**config.mk**
```make
export PLATFORM = sky130hd
export DESIGN_NAME = clint_responder
export DESIGN_NICKNAME = d
export VERILOG_FILES = /design/src/rtl/clint_responder_pkg.sv /design/src/rtl/timer_prescaler.sv /design/src/rtl/clint_responder.sv
export SDC_FILE = /design/constraint.sdc
export NUM_CORES = 1
export LEC_CHECK = 0
export BUFFER_PORTS_ARGS = -buffer_cell sky130_fd_sc_hd__buf_2
export CAP_MARGIN = 20
export CORE_MARGIN = 3
export CORE_UTILIZATION = 30
export CTS_CLUSTER_DIAMETER = 80
export DETAILED_ROUTE_END_ITERATION = 6
export GPL_ROUTABILITY_DRIVEN = 0
export PLACE_DENSITY = 0.55
export SLEW_MARGIN = 10
export SYNTH_ARGS = -nofsm -noshare
export SYNTH_HDL_FRONTEND = slang
export SYNTH_SLANG_ARGS = --single-unit
```
**constraint.sdc**
```tcl
create_clock -name clk -period 3 [get_ports clk]
set_input_delay 0.3 -clock clk [delete_from_list [all_inputs] [get_ports clk]]
set_output_delay 0.3 -clock clk [all_outputs]
set_load 0.03 [all_outputs]
```
**src/rtl/clint_responder_pkg.sv**
```systemverilog
// Shared definitions for the CLINT memory-bus responder: register offsets,
// responder FSM states and byte-lane helpers.
package clint_responder_pkg;

   localparam logic [15:0] CLINT_MSIP        = 16'h0000;
   localparam logic [15:0] CLINT_MTIMECMP_LO = 16'h4000;
   localparam logic [15:0] CLINT_MTIMECMP_HI = 16'h4004;
   localparam logic [15:0] CLINT_MTIME_LO    = 16'hBFF8;
   localparam logic [15:0] CLINT_MTIME_HI    = 16'hBFFC;

   typedef enum logic {
      CLINT_IDLE = 1'b0,
      CLINT_RESP = 1'b1
   } clint_state_e;

   function automatic logic [31:0] byte_merge(input logic [31:0] old_word,
                                              input logic [31:0] wr_word,
                                              input logic [3:0]  strb);
      logic [31:0] merged;
      merged = old_word;
      for (int i = 0; i < 4; i++) begin
         if (strb[i]) merged[i*8 +: 8] = wr_word[i*8 +: 8];
      end
      return merged;
   endfunction

   // Offsets compare on word granularity; the byte-select bits never matter.
   function automatic logic word_match(input logic [15:0] offset,
                                       input logic [15:0] reg_offset);
      return offset[15:2] == reg_offset[15:2];
   endfunction

endpackage

```
**src/rtl/timer_prescaler.sv**
```systemverilog
// Divides the core clock down to the mtime increment rate: one tick every DIV
// cycles, or every cycle when DIV is 1.
module timer_prescaler #(
   parameter int DIV = 5
) (
   input  logic clk,
   input  logic resetn,
   output logic tick
);

   localparam int            CW   = (DIV > 1) ? $clog2(DIV) : 1;
   localparam logic [CW-1:0] LAST = CW'(DIV - 1);

   logic [CW-1:0] count;

   assign tick = (count == LAST);

   // NOTE: sequential state uses non-blocking assignments so every register
   // samples pre-edge values, independent of process evaluation order.
   always_ff @(posedge clk or negedge resetn) begin
      if (!resetn)   count <= '0;
      else if (tick) count <= '0;
      else           count <= count + CW'(1);
   end

endmodule

```
**src/rtl/clint_responder.sv**
```systemverilog
// CLINT slave on the CPU memory bus: msip, mtime and mtimecmp registers, the
// MSIP/MTIP interrupt lines, and mtime exported as the system time base.
module clint_responder
   import clint_responder_pkg::*;
#(
   parameter logic [31:0] BASE_ADDR  = 32'h0200_0000,
   parameter int          SYSTEM_CLK = 50_000_000,
   parameter int          TIMER_HZ   = 10_000_000
) (
   input  logic        clk,
   input  logic        resetn,
   input  logic        mem_valid,
   output logic        mem_ready,
   input  logic [31:0] mem_addr,
   input  logic [3:0]  mem_wstrb,
   input  logic [31:0] mem_wdata,
   output logic [31:0] mem_rdata,
   output logic        IRQ3,
   output logic        IRQ7,
   output logic [63:0] mtime
);

   localparam int DIV = SYSTEM_CLK / TIMER_HZ;

   clint_state_e state, state_next;
   logic         sel, accept, wr, tick, msip;
   logic [15:0]  offset;
   logic [31:0]  read_word;
   logic [63:0]  mtimecmp, mtime_inc, mtime_next;
   logic         unused_addr_bits;

   if (DIV < 1) begin : g_div_check
      $error("clint_responder: SYSTEM_CLK / TIMER_HZ must be at least 1");
      assign tick = 1'b0;
   end else begin : g_prescaler
      timer_prescaler #(.DIV(DIV)) u_prescaler (
         .clk    (clk),
         .resetn (resetn),
         .tick   (tick)
      );
   end

   assign sel              = mem_valid && (mem_addr[31:16] == BASE_ADDR[31:16]);
   assign offset           = mem_addr[15:0];
   assign wr               = accept && (mem_wstrb != 4'b0000);
   assign IRQ3             = msip;
   assign unused_addr_bits = ^mem_addr[1:0];

   always_ff @(posedge clk or negedge resetn) begin
      if (!resetn) state <= CLINT_IDLE;
      else         state <= state_next;
   end

   // NOTE: every output of this block gets a default first, so no path can
   // leave a value unassigned and infer a latch.
   always_comb begin
      state_next = state;
      accept     = 1'b0;
      mem_ready  = 1'b0;
      unique case (state)
         CLINT_IDLE: if (sel) begin
            accept     = 1'b1;
            state_next = CLINT_RESP;
         end
         CLINT_RESP: begin
            mem_ready  = 1'b1;
            state_next = CLINT_IDLE;
         end
      endcase
   end

   always_comb begin
      read_word = '0;
      if      (word_match(offset, CLINT_MSIP))        read_word = {31'b0, msip};
      else if (word_match(offset, CLINT_MTIMECMP_LO)) read_word = mtimecmp[31:0];
      else if (word_match(offset, CLINT_MTIMECMP_HI)) read_word = mtimecmp[63:32];
      else if (word_match(offset, CLINT_MTIME_LO))    read_word = mtime[31:0];
      else if (word_match(offset, CLINT_MTIME_HI))    read_word = mtime[63:32];
   end

   // A write to one mtime word freezes the other word and cuts the carry
   // between them; unwritten bytes of a written low word still advance.
   always_comb begin
      mtime_inc  = mtime + 64'd1;
      mtime_next = tick ? mtime_inc : mtime;
      if (wr && word_match(offset, CLINT_MTIME_LO))
         mtime_next = {mtime[63:32], byte_merge(mtime_next[31:0], mem_wdata, mem_wstrb)};
      else if (wr && word_match(offset, CLINT_MTIME_HI))
         mtime_next = {byte_merge(mtime[63:32], mem_wdata, mem_wstrb), mtime[31:0]};
   end

   always_ff @(posedge clk or negedge resetn) begin
      if (!resetn) begin
         msip      <= 1'b0;
         mtime     <= '0;
         mtimecmp  <= '1;
         IRQ7      <= 1'b0;
         mem_rdata <= '0;
      end else begin
         mtime <= mtime_next;
         IRQ7  <= (mtime >= mtimecmp);
         if (accept) mem_rdata <= read_word;
         if (wr && word_match(offset, CLINT_MSIP) && mem_wstrb[0])
            msip <= mem_wdata[0];
         if (wr && word_match(offset, CLINT_MTIMECMP_LO))
            mtimecmp[31:0] <= byte_merge(mtimecmp[31:0], mem_wdata, mem_wstrb);
         if (wr && word_match(offset, CLINT_MTIMECMP_HI))
            mtimecmp[63:32] <= byte_merge(mtimecmp[63:32], mem_wdata, mem_wstrb);
      end
   end

endmodule

```
# Word level (Yosys, flattened, before mapping)
# Cells that the tools add are included.
# word_totals
reg_bits,166
in_bits,71
word_cells,78
# classes
addsub,2
order_cmp,1
n_eq_ne,11
n_mux,21
bitwise,2
reduce_logical,23
# ops
operator,count
32-bit 2-to-1 mux,6
64-bit 2-to-1 mux,2
64-bit by 1-bit adder with 64-bit output (second input constant),1
64-bit greater-or-equal comparator,1
8-bit 2-to-1 mux,8
14-bit by 13-bit equality test with 1-bit output (second input constant),2
14-bit equality test (second input constant),2
16-bit by 10-bit equality test with 1-bit output (second input constant),1
2-bit AND reduction,8
14-bit zero test,1
3-bit AND reduction,4
2-bit != test (second input constant),5
1-bit logical AND,8
4-bit nonzero test,1
3-bit by 1-bit adder with 3-bit output (second input constant),1
3-bit equality test (second input constant),1
1-bit 2-to-1 mux,3
3-bit 2-to-1 mux,1
1-bit inverter,2
1-bit one-hot mux with 2 select lines,1
2-bit nonzero test,1

# Logic depth before layout (Yosys ltp)
# Gate-level depths: netlist (run 1).
# logic_depth
word_depth,8
mapped_depth,10

# By module
# From an unflattened synthesis (run 1), not the netlist that was laid out.
# hier_totals
hier_cells,1190
hier_area_um2,10954.3
# by_module_without_submodules
mod,n_inst,cells_per_inst,area_each_um2,seq_area_each_um2
clint_responder,1,1179,10817.9,4159.0
timer_prescaler,1,11,136.4,75.1

# Worst setup path before layout (run 1)
# OpenSTA, ideal clock, no wires.
# synth_timing
path_type,reg2reg
startpoint,register mtime[2]
endpoint,register mtime[59]
setup_time_ns,0.126
arrival_time_ns,2.653
setup_slack_ns,0.221
stages_incl_launch_ff,9
n_path_buf,1
period_less_slack_ns,2.779
path_cell_list,dfrtp_1 -> nand3_2 -> or4_4 -> nor4_4 -> and3_1 -> buf_6 -> nand4_2 -> a21o_1 -> a221o_1
# synth_via
elab_chain_cells,3
# synth_lines
element,line,rtl
from (decl),clint_responder.sv:20,output logic [63:0] mtime
from (signal assigned),clint_responder.sv:100,mtime <= mtime_next;
64-bit by 1-bit adder with 64-bit output,clint_responder.sv:84,mtime_inc = mtime + 64'd1;
64-bit 2-to-1 mux,clint_responder.sv:85,mtime_next = tick ? mtime_inc : mtime;
64-bit 2-to-1 mux,clint_responder.sv:88,"else if (wr && word_match(offset, CLINT_MTIME_HI))"
# Every way passes these cells. The select of a mux whose other input is x is not followed.
# A chain may end at the register's enable or synchronous reset.

# Worst setup path after layout (run 1)
# layout_timing
startpoint,register g_prescaler.u_prescaler.count[0]
endpoint,register mtime[19]
# layout_via
elab_chain_cells,4
# layout_lines
element,line,rtl
from (decl),timer_prescaler.sv:14,logic [CW-1:0] count;
from (signal assigned),timer_prescaler.sv:23,else count <= count + CW'(1);
3-bit equality test (*),timer_prescaler.sv:16,assign tick = (count == LAST);
64-bit 2-to-1 mux (*),clint_responder.sv:85,
64-bit 2-to-1 mux / 8-bit 2-to-1 mux (equally long branches),"clint_responder.sv:88, clint_responder_pkg.sv:22",
32-bit 2-to-1 mux (*),clint_responder.sv:86,"if (wr && word_match(offset, CLINT_MTIME_LO))"
# Mark *: on every way between the ends. The rest lies on a longest branch, timed or not. The select of a mux whose other input is x is not followed.

==> results of run 1 <==
## flip-flops by register name (all words and copies together), names as in the netlist
signal and count:
IRQ7 1, mtime 64, g_prescaler.u_prescaler.count 3, IRQ3 1, state 1, mem_rdata 32, mtimecmp 64
## layer usage
metal	GRT usage [%]	up-vias	share of wire (%)
li1	-	4724	-
met1	27.3	4951	45
met2	33.0	363	47
met3	4.27	45	6.5
met4	5.17	4	1.5
met5	0	-	0.071
## placed cells by master, fill, tap and decap left out, types with 13 or more instances in the layout
cell type and count:
clkbuf_16 17, a222oi_1 31, o21ai_0 98, dfstp_2 64, buf_4 86, o21a_1 13, inv_1 79, nand4_1 36
dfrtp_1 102, nor3_1 15, nor2_1 74, a21oi_1 121, nor4_1 28, nand2_1 72, buf_2 166, nand3_1 50
mux2_2 92, ha_1 67
## stage by stage
stage	cell area (um2)	utilization (%)	std cells	hold WS (ns)
2_1_floorplan	10600	-	1144	0.00441
4_1_cts	13100	37.8	1832	0.128
6_report	13100	37.8	1832	0.141
3_5_place_dp	12500	36.1	1799	0.453
3_3_place_gp	12500	36.1	1799	0.447
5_1_grt	13100	37.8	1832	0.152
## area by class of cell
class,instances,area share [%]
flip-flops and latches,166,32.3
clock buffers,20,3.49
well taps,455,4.35
multi-input cells,841,44.4
repair buffers,259,12.2
clock inverters,12,0.927
inverters,79,2.26
## worst max-delay path, stage by stage, from the launching register on
cell,delay (ns)
dfrtp_1,0.40
inv_1,0.06
ha_1,0.20
nand2_1,0.08
or4_2,0.78
nor2_1,0.21
nand3_1,0.12
or3b_2,0.47
o21ai_0,0.14
a21oi_1,0.12
## power breakdown
group | switching, mW | internal [mW]
sequential | 0.000138 | 2.24
combinational | 0.122 | 0.0597
clock | 1.02 | 1.20
total | 1.14 | 3.50
## logic make-up (layout without fill, tap and decap cells)
group / after synthesis / in the layout
buf+inv: 137 / 370
flops: 166 / 166
mux: 92 / 92
fa+ha+maj: 67 / 67
simple gates: 356 / 356
compound gates: 325 / 325
xor+xnor: 1 / 1
## how the worst min path moves through the flow
stage,from,end,depth (start not counted)
final,mem_wdata[31],mtime[31]$_DFFE_PN0P_,3
after global routing,mem_wdata[31],mtimecmp[63]$_DFFE_PN1P_,2
after CTS,mem_wdata[20],mtime[20]$_DFFE_PN0P_,3
after detailed placement,resetn,mem_rdata[19]$_DFFE_PN0N_,1
after global placement,resetn,mem_rdata[19]$_DFFE_PN0N_,1
after floorplan,resetn,IRQ3$_DFFE_PN0P_,0
==> summary.md, run 1 <==
| Metric | Value |
|---|---|
| Synth top area share | 24.2% |
| Final Worst Setup Slack | roughly 0.31 ns |
| Seq/Total Area, Yosys | 40.1% |
| Clock period minus worst slack | about 2.7 ns |
| CP Class | flop to flop |
| Post-synthesis simple-gate area fraction | a little under a fifth |
| Synth Cell Area | 10600 um2 |
| Crit path to | mtime[19]$_DFFE_PN0P_ |
| Total grt overflow | 0 |
| CTS tree | built |
| Total Die Area | around 37000 um2 |
| Area occupied by multi-input gates | approximately 5800 um2 |
| Setup_tns | 0 ns |
| Critical R2R Capture | mtime[19]$_DFFE_PN0P_ |
| Most used flip-flop cell after synthesis | dfrtp_1 |
| Io pins | between 150 and 200 |
| Worst slew margin | 33.3% |
| Clk Latency, worst-skew pair | between 0.4 and 0.5 ns |
| Post-Syn Nets | about 1300 |
| Crit end category | flop |
| HPWL after detailed placement | about 28000 um |
| Mean Syn Cell Area | about 9.2 um2 |
| Mux share of post-synthesis cell area | under 10% |
| Most instantiated cells after synthesis | a21oi_1, dfrtp_1, o21ai_0, mux2_2, inv_1 |
| Min-Delay Path Class | input port to flop |
| Deepest clock path buffer count | 2 |
| Arr. time, crit path | between 3 and 4 ns |
| Vias in the first global route | a little over 10000 |
| PD cells | between 300 and 400 nW/um2 |
| TritonCTS Buffers | 17 |
| FF-to-FF Start | g_prescaler.u_prescaler.count[0]$_DFF_PN0_ |
| Die Height | 194 um |
| Area grow syn2layout | 24.1% |
| CTS Hold Bufs | 1 |
| Max Cap Viol | 0 |
| Main combinational cell family by area after synthesis | compound AO/OA/AOI/OAI gates |
| Cell row count | 68 |
| Synth area leader | dfrtp_1 |
| Unrepaired setup endpoints after global routing | false |
| Fraction of registers with async set/reset | 100% |
| Startpoint type of the worst setup path | flop |
| CP required | about 3.3 ns |
| CTS resizes | 0 |
| Initial antenna violation count | 2 |
| CORE AREA | around 35000 um2 |
| Final Cycle Share | around 90% |
| DRT iter0 DRCs | 919 |
| Number of synthesized flops with an enable pin | 0 |
| Most frequent cell after synthesis | a21oi_1 |
| Sink Count | between 150 and 200 |
| LEAKAGE | 5.55 nW |
| DRT antenna net count | 0 |
| Final nets | 1502 |
| Synth warn | 0 |
| Total Routing Usage GR | 20.2% |
| Fmax | 0.371 GHz |
| Failing checks | design-rule violations |
| Post-Syn Instances | around 1100 |
| Antenna diodes | 0 |
| Xor/xnor share of the synthesized area | less than 1% |
| Vias | about 10000 |
| Endpoints failing hold | 0 |
| Status | finished, violations left |
| Initial Utilization | 30.5% |
| Worst-path clk slew | about 0.07 ns |
| Unique masters post-synth | 64 |
| CTS root buffer | clkbuf_16 |
| First-pass GRT wire length | 60000 um |
| Die X | ~190 um |
| Reg2reg setup slack | a little over 0.3 ns |
| Port bufs | around 170 |
| FF/Latch Area | between 4000 and 5000 um2 |
| CP Max Fanout | 5 |
| Worst slack, placed | 0.287 ns |
| Synth Area in Adders | approximately 8% |
| Setup Fix Bufs, Post-CTS | 0 |
| Fraction of the mapped netlist area in compound gates | around a fifth |
| CTS H-tree depth | 4 |
| DR pass1 iterations | 7 |
| Worst setup path startpoint | g_prescaler.u_prescaler.count[0]$_DFF_PN0_ |
| Pwr Total | 4.65 mW |
| Via density | around 5.5 |
| Clock Skews | between 0.01 and 0.015 ns |
| Reg2Reg Depth | 9 |
| Share of cells above drive strength 1 | between 30% and 40% |
| # DRC | 11 |
| Worst-margin pin slew | about 1 ns |
| Synth top area cells | dfrtp_1, dfstp_2, mux2_2 |
| Yosys reg bits | 166 |
| Final WL | around 38000 um |
| Final setup fails | 0 |
| Filler cell count | ~3500 |
| Routed WL per cell | ~21 um |
| Slew Limit Fails | 0 |
| Largest net degree at the start of global routing | 85 |
| VDD IR max | between 300 and 400 uV |
Note: power is estimated with default switching activity, not from simulation.
==> inputs of run 2 (changes only) <==
Settings changed: PLACE_DENSITY 0.55 to 0.56, TNS_END_PERCENT set to 20.
==> run 2 against run 1 <==
The flow still finishes with violations (design-rule violations). Register-to-register slack worse by 0.09 ns. Non-clock buffer count is 5 lower. Die area stayed put. Flip-flop and latch count stayed put. Count of clock-buffer cells in the layout is 1 lower. Cell area is 0.21% lower. Total power is 1.4% lower. Wire length is 0.73% lower. Critical path depth is 1 higher. Sequential share of layout area is 0.068 points higher. Global-route usage is 0.39 points lower. Critical path type unchanged. Critical endpoint is now IRQ7$_DFF_PN0_. Largest power group unchanged.
==> summary.md, run 2 (same netlist as run 1, synthesis figures left out) <==
| Metric | Value |
|---|---|
| DR pass1 iterations | 7 (unchanged) |
| Final nets | 1497 (was 1502) |
| Final WL | 37900 um (was 38100 um) |
| Port bufs | 167 (unchanged) |
| CP required | 3.32 ns (about the same) |
| Worst slew margin | 35.5% (was 33.3%) |
| PD cells | 351 nW/um2 (was 355 nW/um2) |
| Status | finished, violations left (unchanged) |
| Total grt overflow | 0 (unchanged) |
| Worst slack, placed | 0.101 ns (was 0.287 ns) |
| Biggest regs | mtime (64), mtimecmp (64), mem_rdata (32) (unchanged) |
| Reg2reg setup slack | 0.21 ns (was 0.31 ns) |
| Slowest stage delay, CP | 0.55 ns (was 0.78 ns) |
| # DRC | 9 (was 11) |
| Worst-path clk slew | 0.08 ns (was 0.07 ns) |
| Arr. time, crit path | 3.11 ns (was 3.01 ns) |
| CTS root buffer | clkbuf_16 (unchanged) |
| Crit end category | flop (unchanged) |
| Cell row count | 68 (unchanged) |
| CORE AREA | 34600 um2 (unchanged) |
| Initial Utilization | 30.5% (unchanged) |
| Startpoint type of the worst setup path | flop (unchanged) |
| Hold depth | 3 (unchanged) |
| Reg2Reg Depth | 10 (was 9) |
| Setup_tns | 0 ns (unchanged) |
| Clock period minus worst slack | 2.79 ns (was 2.69 ns) |
| Final Cycle Share | 92.9% (was 89.8%) |
| Antenna diodes | 0 (unchanged) |
| Min-Delay Path Class | input port to flop (unchanged) |
| FF-to-FF Start | mtimecmp[31]$_DFFE_PN1P_ (was g_prescaler.u_prescaler.count[0]$_DFF_PN0_) |
| Fmax | 0.359 GHz (was 0.371 GHz) |
| Largest net degree at the start of global routing | 62 (was 85) |
| Area grow syn2layout | 23.8% (was 24.1%) |
| Slowest-stage cell, CP | dfstp_2 (was or4_2) |
| DRT antenna net count | 0 (unchanged) |
| Worst path top cell family by delay | compound AO/OA/AOI/OAI gates (was simple AND/OR/NAND/NOR gates) |
| Die Height | 194 um (unchanged) |
| HP Start | mem_wdata[1] (was mem_wdata[31]) |
| TritonCTS Buffers | 17 (unchanged) |
| CTS tree | built (unchanged) |
| Filler cell count | 3534 (was 3542) |
| Io pins | 170 (unchanged) |
| Routed WL per cell | 20.7 um (was 20.8 um) |
| Deepest clock path buffer count | 2 (unchanged) |
| Crit path buf inv count | 2 (was 1) |
| Vias | 10128 (was 10087) |
| Total Die Area | 37500 um2 (unchanged) |
| Worst-path cell chain | inv_1 > ha_1 > nand4_1 > nor4_1 > buf_4 > a221o_1 > o2bb2ai_1 > a211oi_1 > o31a_1 > o31ai_1 (was inv_1 > ha_1 > nand2_1 > or4_2 > nor2_1 > nand3_1 > or3b_2 > o21ai_0 > a21oi_1) |
| CP Class | flop to flop (unchanged) |
| First-pass GRT wire length | 59200 um (was 60000 um) |
| Slew Limit Fails | 0 (unchanged) |
| Commonest cells after routing, fill and taps aside | buf_2, a21oi_1, dfrtp_1, o21ai_0, mux2_2 (unchanged) |
| Worst-margin pin slew | 0.968 ns (was 1.00 ns) |
| Die X | 194 um (unchanged) |
| Worst setup path startpoint | mtimecmp[31]$_DFFE_PN1P_ (was g_prescaler.u_prescaler.count[0]$_DFF_PN0_) |
| Final Worst Setup Slack | 0.213 ns (was 0.306 ns) |
| Most common cell after layout, fill and taps aside | buf_2 (unchanged) |
| Max Cap Viol | 0 (unchanged) |
| Share of cells above drive strength 1 | 33.6% (was 33.8%) |
| Sink Count | 166 (unchanged) |
| DRT iter0 DRCs | 826 (was 919) |
| Clock Skews | 0.0180 ns (was 0.0128 ns) |
| Endpoints failing hold | 0 (unchanged) |
| Final setup fails | 0 (unchanged) |
| Critical R2R Capture | IRQ7$_DFF_PN0_ (was mtime[19]$_DFFE_PN0P_) |
| CTS H-tree depth | 4 (unchanged) |
| Failing checks | design-rule violations (unchanged) |
| VDD IR max | 361 uV (was 354 uV) |
| Clk Latency, worst-skew pair | 0.45 ns (about the same) |
| Unrepaired setup endpoints after global routing | false (unchanged) |
| Initial antenna violation count | 2 (unchanged) |
| CP Max Fanout | 3 (was 5) |
| Via density | 5.54 (was 5.51) |
| LEAKAGE | 5.52 nW (was 5.55 nW) |
| Hold Path End | mtime[33]$_DFFE_PN0P_ (was mtime[31]$_DFFE_PN0P_) |
| Vias in the first global route | 10085 (was 10140) |
| Total Routing Usage GR | 19.8% (was 20.2%) |
| HPWL after detailed placement | 28300 um (was 28500 um) |
[run 2: worst register-to-register path, stage by stage, from the launching register on]
cell	delay, ns
dfstp_2	0.55
inv_1	0.05
ha_1	0.34
nand4_1	0.21
nor4_1	0.08
buf_4	0.14
a221o_1	0.31
o2bb2ai_1	0.15
a211oi_1	0.48
o31a_1	0.27
o31ai_1	0.09
[run 2: final cells by class]
class / instances / area [um2] / area share, %
clock buffers: 19 / 433 / 3.31
clock inverters: 13 / 125 / 0.958
inverters: 79 / 297 / 2.27
multi-input cells: 841 / 5820 / 44.6
flip-flops and latches: 166 / 4230 / 32.4
well taps: 455 / 569 / 4.36
repair buffers: 254 / 1590 / 12.1
[run 2: timing repair]
action | 4_1_cts | 5_1_grt
buffers inserted | 0 | 0
hold buffers | 1 | 0
setup endpoints to repair | 0 | 6
endpoints found under the hold margin | 32 | 0
gates resized for setup | 0 | 1
[run 2: worst max path at each step]
stage	endpoint	slack, ns	cells after the start
final	IRQ7$_DFF_PN0_	0.21	10
after global routing	mtime[62]$_DFFE_PN0P_	0.09	7
after CTS	mtime[62]$_DFFE_PN0P_	0.11	7
after detailed placement	mtime[23]$_DFFE_PN0P_	0.10	8
after global placement	mtime[23]$_DFFE_PN0P_	0.11	8
after floorplan	mtime[59]$_DFFE_PN0P_	0.22	8
[run 2: stage by stage]
stage	util (%)	instances	hold WS (ns)	instance area [um2]	power, mW
6_report	37.7	1827	0.145	13100	4.58
5_1_grt	37.7	1827	0.154	13100	4.72
4_1_cts	37.7	1827	0.127	13100	4.64
3_5_place_dp	36.1	1794	0.362	12500	2.47
3_3_place_gp	36.1	1794	0.361	12500	2.47
2_1_floorplan	-	1144	0.00441	10600	2.32
[run 2: report_power, final]
group          switching (mW)  leakage, nW  internal (mW)
sequential           0.000135         1.88           2.24
clock                    1.00        0.257           1.15
combinational           0.125         3.38         0.0597
total                    1.13         5.52           3.45
[run 2: metal layers]
| layer | part of all wire, % | track usage [%] | vias up |
|---|---|---|---|
| li1 | - | - | 4738 |
| met1 | 45 | 27.5 | 5010 |
| met2 | 46 | 31.8 | 330 |
| met3 | 6.3 | 3.54 | 46 |
| met4 | 1.9 | 5.46 | 4 |
| met5 | 0.071 | 0 | - |
==> inputs of run 3 (changes only) <==
Settings changed: RECOVER_POWER set to 25.
==> run 3 against run 2 <==
The run ends with max-capacitance violations, max-slew violations left. Clock power hardly changed. Setup slack better by 0.021 ns. Fmax is 0.77% higher. Register-to-register slack improved by 0.02 ns. Utilization down 0.11 points. Count of clock-buffer cells in the layout unchanged. Worst hold slack better by 0.0062 ns. Combinational power hardly changed. Sequential power about the same. Global-route usage did not move.
==> summary.md, run 3 (same netlist as run 1, synthesis figures left out) <==
| Metric | Value |
|---|---|
| DR pass1 iterations | 6 (was 7) |
| Port bufs | 167 (unchanged) |
| Hold depth | 3 (unchanged) |
| Initial Utilization | 30.5% (unchanged) |
| Final Cycle Share | 92.2% (was 92.9%) |
| Max Cap Viol | 1 (was 0) |
| Biggest regs | mtime (64), mtimecmp (64), mem_rdata (32) (unchanged) |
| Reg2Reg Depth | 8 (was 10) |
| Io pins | 170 (unchanged) |
| Failing checks | max-capacitance violations, max-slew violations (was design-rule violations) |
| Routed WL per cell | 20.7 um (about the same) |
| Total Die Area | 37500 um2 (unchanged) |
| Combinational share of power | 4.0% (about the same) |
| DRT antenna net count | 0 (unchanged) |
| Worst-path clk slew | 0.08 ns (about the same) |
| Hold slack | 0.151 ns (was 0.145 ns) |
| Final nets | 1497 (unchanged) |
| Die X | 194 um (unchanged) |
| Clock period minus worst slack | 2.77 ns (was 2.79 ns) |
| Cell Area, Placed | 12500 um2 (unchanged) |
| NetSw | 1.12 mW (was 1.13 mW) |
| # DRC | 0 (was 9) |
| LEAKAGE | 5.41 nW (was 5.52 nW) |
| CORE AREA | 34600 um2 (unchanged) |
| Fmax | 0.362 GHz (was 0.359 GHz) |
| Vias | 10159 (was 10128) |
| Vias in the first global route | 10085 (unchanged) |
| Status | finished, violations left (unchanged) |
| Initial antenna violation count | 2 (unchanged) |
| Min-Delay Path Class | input port to flop (unchanged) |
| Fin area | 13000 um2 (was 13100 um2) |
| Unrepaired setup endpoints after global routing | false (unchanged) |
| Worst-margin pin slew | 1.79 ns (was 0.968 ns) |
| CP Class | flop to flop (unchanged) |
| Arr. time, crit path | 3.08 ns (was 3.11 ns) |
| Cell row count | 68 (unchanged) |
| Clk Latency, worst-skew pair | 0.44 ns (was 0.45 ns) |
| Fin util | 37.6% (was 37.7%) |
| Share of cells above drive strength 1 | 31.9% (was 33.6%) |
| CTS tree | built (unchanged) |
| Final WL | 37800 um (was 37900 um) |
| Switching share of total power | 24.5% (was 24.6%) |
| Slew Limit Fails | 60 (was 0) |
| Antenna diodes | 0 (unchanged) |
| Setup_tns | 0 ns (unchanged) |
| Endpoints failing hold | 0 (unchanged) |
| CTS H-tree depth | 4 (unchanged) |
| Sequential power share | 49.0% (was 48.9%) |
| Startpoint type of the worst setup path | flop (unchanged) |
| PD cells | 351 nW/um2 (about the same) |
| VDD IR max | 356 uV (was 361 uV) |
| Total Routing Usage GR | 19.8% (unchanged) |
| Clk pwr share | 46.9% (was 47.0%) |
| Commonest cells after routing, fill and taps aside | buf_2, a21oi_1, dfrtp_1, o21ai_0, mux2_2 (unchanged) |
| CP required | 3.32 ns (about the same) |
| First-pass GRT wire length | 59200 um (unchanged) |
| Sink Count | 166 (unchanged) |
| Via density | 5.56 (was 5.54) |
| Pwr Total | 4.57 mW (was 4.58 mW) |
| Internal Pwr Total | 3.45 mW (about the same) |
| Worst slew margin | -19.1% (was 35.5%) |
| Filler cell count | 3532 (was 3534) |
| DRT iter0 DRCs | 853 (was 826) |
| Setup Fix Bufs, Post-CTS | 0 (unchanged) |
| Largest net degree at the start of global routing | 62 (unchanged) |
| HPWL after detailed placement | 28300 um (unchanged) |
| CP Max Fanout | 3 (unchanged) |
| TritonCTS Buffers | 17 (unchanged) |
| Die Height | 194 um (unchanged) |
| Most common cell after layout, fill and taps aside | buf_2 (unchanged) |
| Crit end category | flop (unchanged) |
| Clock Skews | 0.0185 ns (was 0.0180 ns) |
| CTS root buffer | clkbuf_16 (unchanged) |
| Total grt overflow | 0 (unchanged) |
| Area grow syn2layout | 23.4% (was 23.8%) |
| Deepest clock path buffer count | 2 (unchanged) |
| Final setup fails | 0 (unchanged) |
[run 3: cell types whose count changed in the layout (fill, tap and decap cells not counted)]
cell      before  now
clkbuf_2       0    1
and2_1         7    6
buf_4         79   78
buf_6          1    0
buf_2        166  143
and2_0         1    2
clkbuf_1       2   26
[run 3: power groups by stage]
stage	clock (mW)	sequential [mW]	combinational, mW
2_1_floorplan	0	2.28	0.0358
3_3_place_gp	0	2.28	0.185
3_5_place_dp	0	2.28	0.187
4_1_cts	2.21	2.24	0.188
5_1_grt	2.28	2.24	0.202
6_report	2.15	2.24	0.184
[run 3: final cells by class]
type                       count  area, um2  area share, %
multi-input combinational    841       5820           44.7
sequential                   166       4230           32.5
timing repair buffer         254       1550           11.9
tap                          455        569           4.37
clock buffer                  19        433           3.32
inverter                      79        297           2.28
clock inverter                13        125          0.961
[run 3: per-layer routing]
metal	part of all wire (%)	vias up	track usage, %
met5	0.071	-	0
met4	2.1	4	5.46
met3	6.3	57	3.54
met2	46	371	31.8
met1	45	4993	27.5
li1	-	4734	-
[run 3: worst max-delay path: stages, from the launching register on]
cell      delay [ns]
dfstp_2         0.55
ha_1            0.22
nand2b_1        0.16
a211oi_1        0.27
o21ai_0         0.20
a221o_1         0.43
a211oi_1        0.45
o31a_1          0.27
o31ai_1         0.09
[run 3: worst paths after layout]
kind                                                       startpoint                                          to  slack (ns)
setup / recovery                              mtimecmp[0]$_DFFE_PN1P_                              IRQ7$_DFF_PN0_        0.23
hold / removal                                           mem_wdata[1]                       mtime[33]$_DFFE_PN0P_        0.15
setup reg to reg                              mtimecmp[0]$_DFFE_PN1P_                              IRQ7$_DFF_PN0_        0.23
hold reg to reg            g_prescaler.u_prescaler.count[0]$_DFF_PN0_  g_prescaler.u_prescaler.count[0]$_DFF_PN0_        0.47
max in group asynchronous                                      resetn                    mtimecmp[25]$_DFFE_PN1P_        0.96
min in group asynchronous                                      resetn                   mem_rdata[10]$_DFFE_PN0N_        0.90
[run 3: stage by stage]
step                instances  setup slack (ns)
floorplan                1144             0.221
global placement         1794             0.111
detailed placement       1794             0.101
CTS                      1827             0.109
global route             1827            0.0888
finish                   1827             0.234
[run 3: what timing repair did]
action	4_1_cts	5_1_grt
hold buffers	1	0
gates resized for setup	0	1
setup endpoints to repair	0	6
endpoints found under the hold margin	32	0
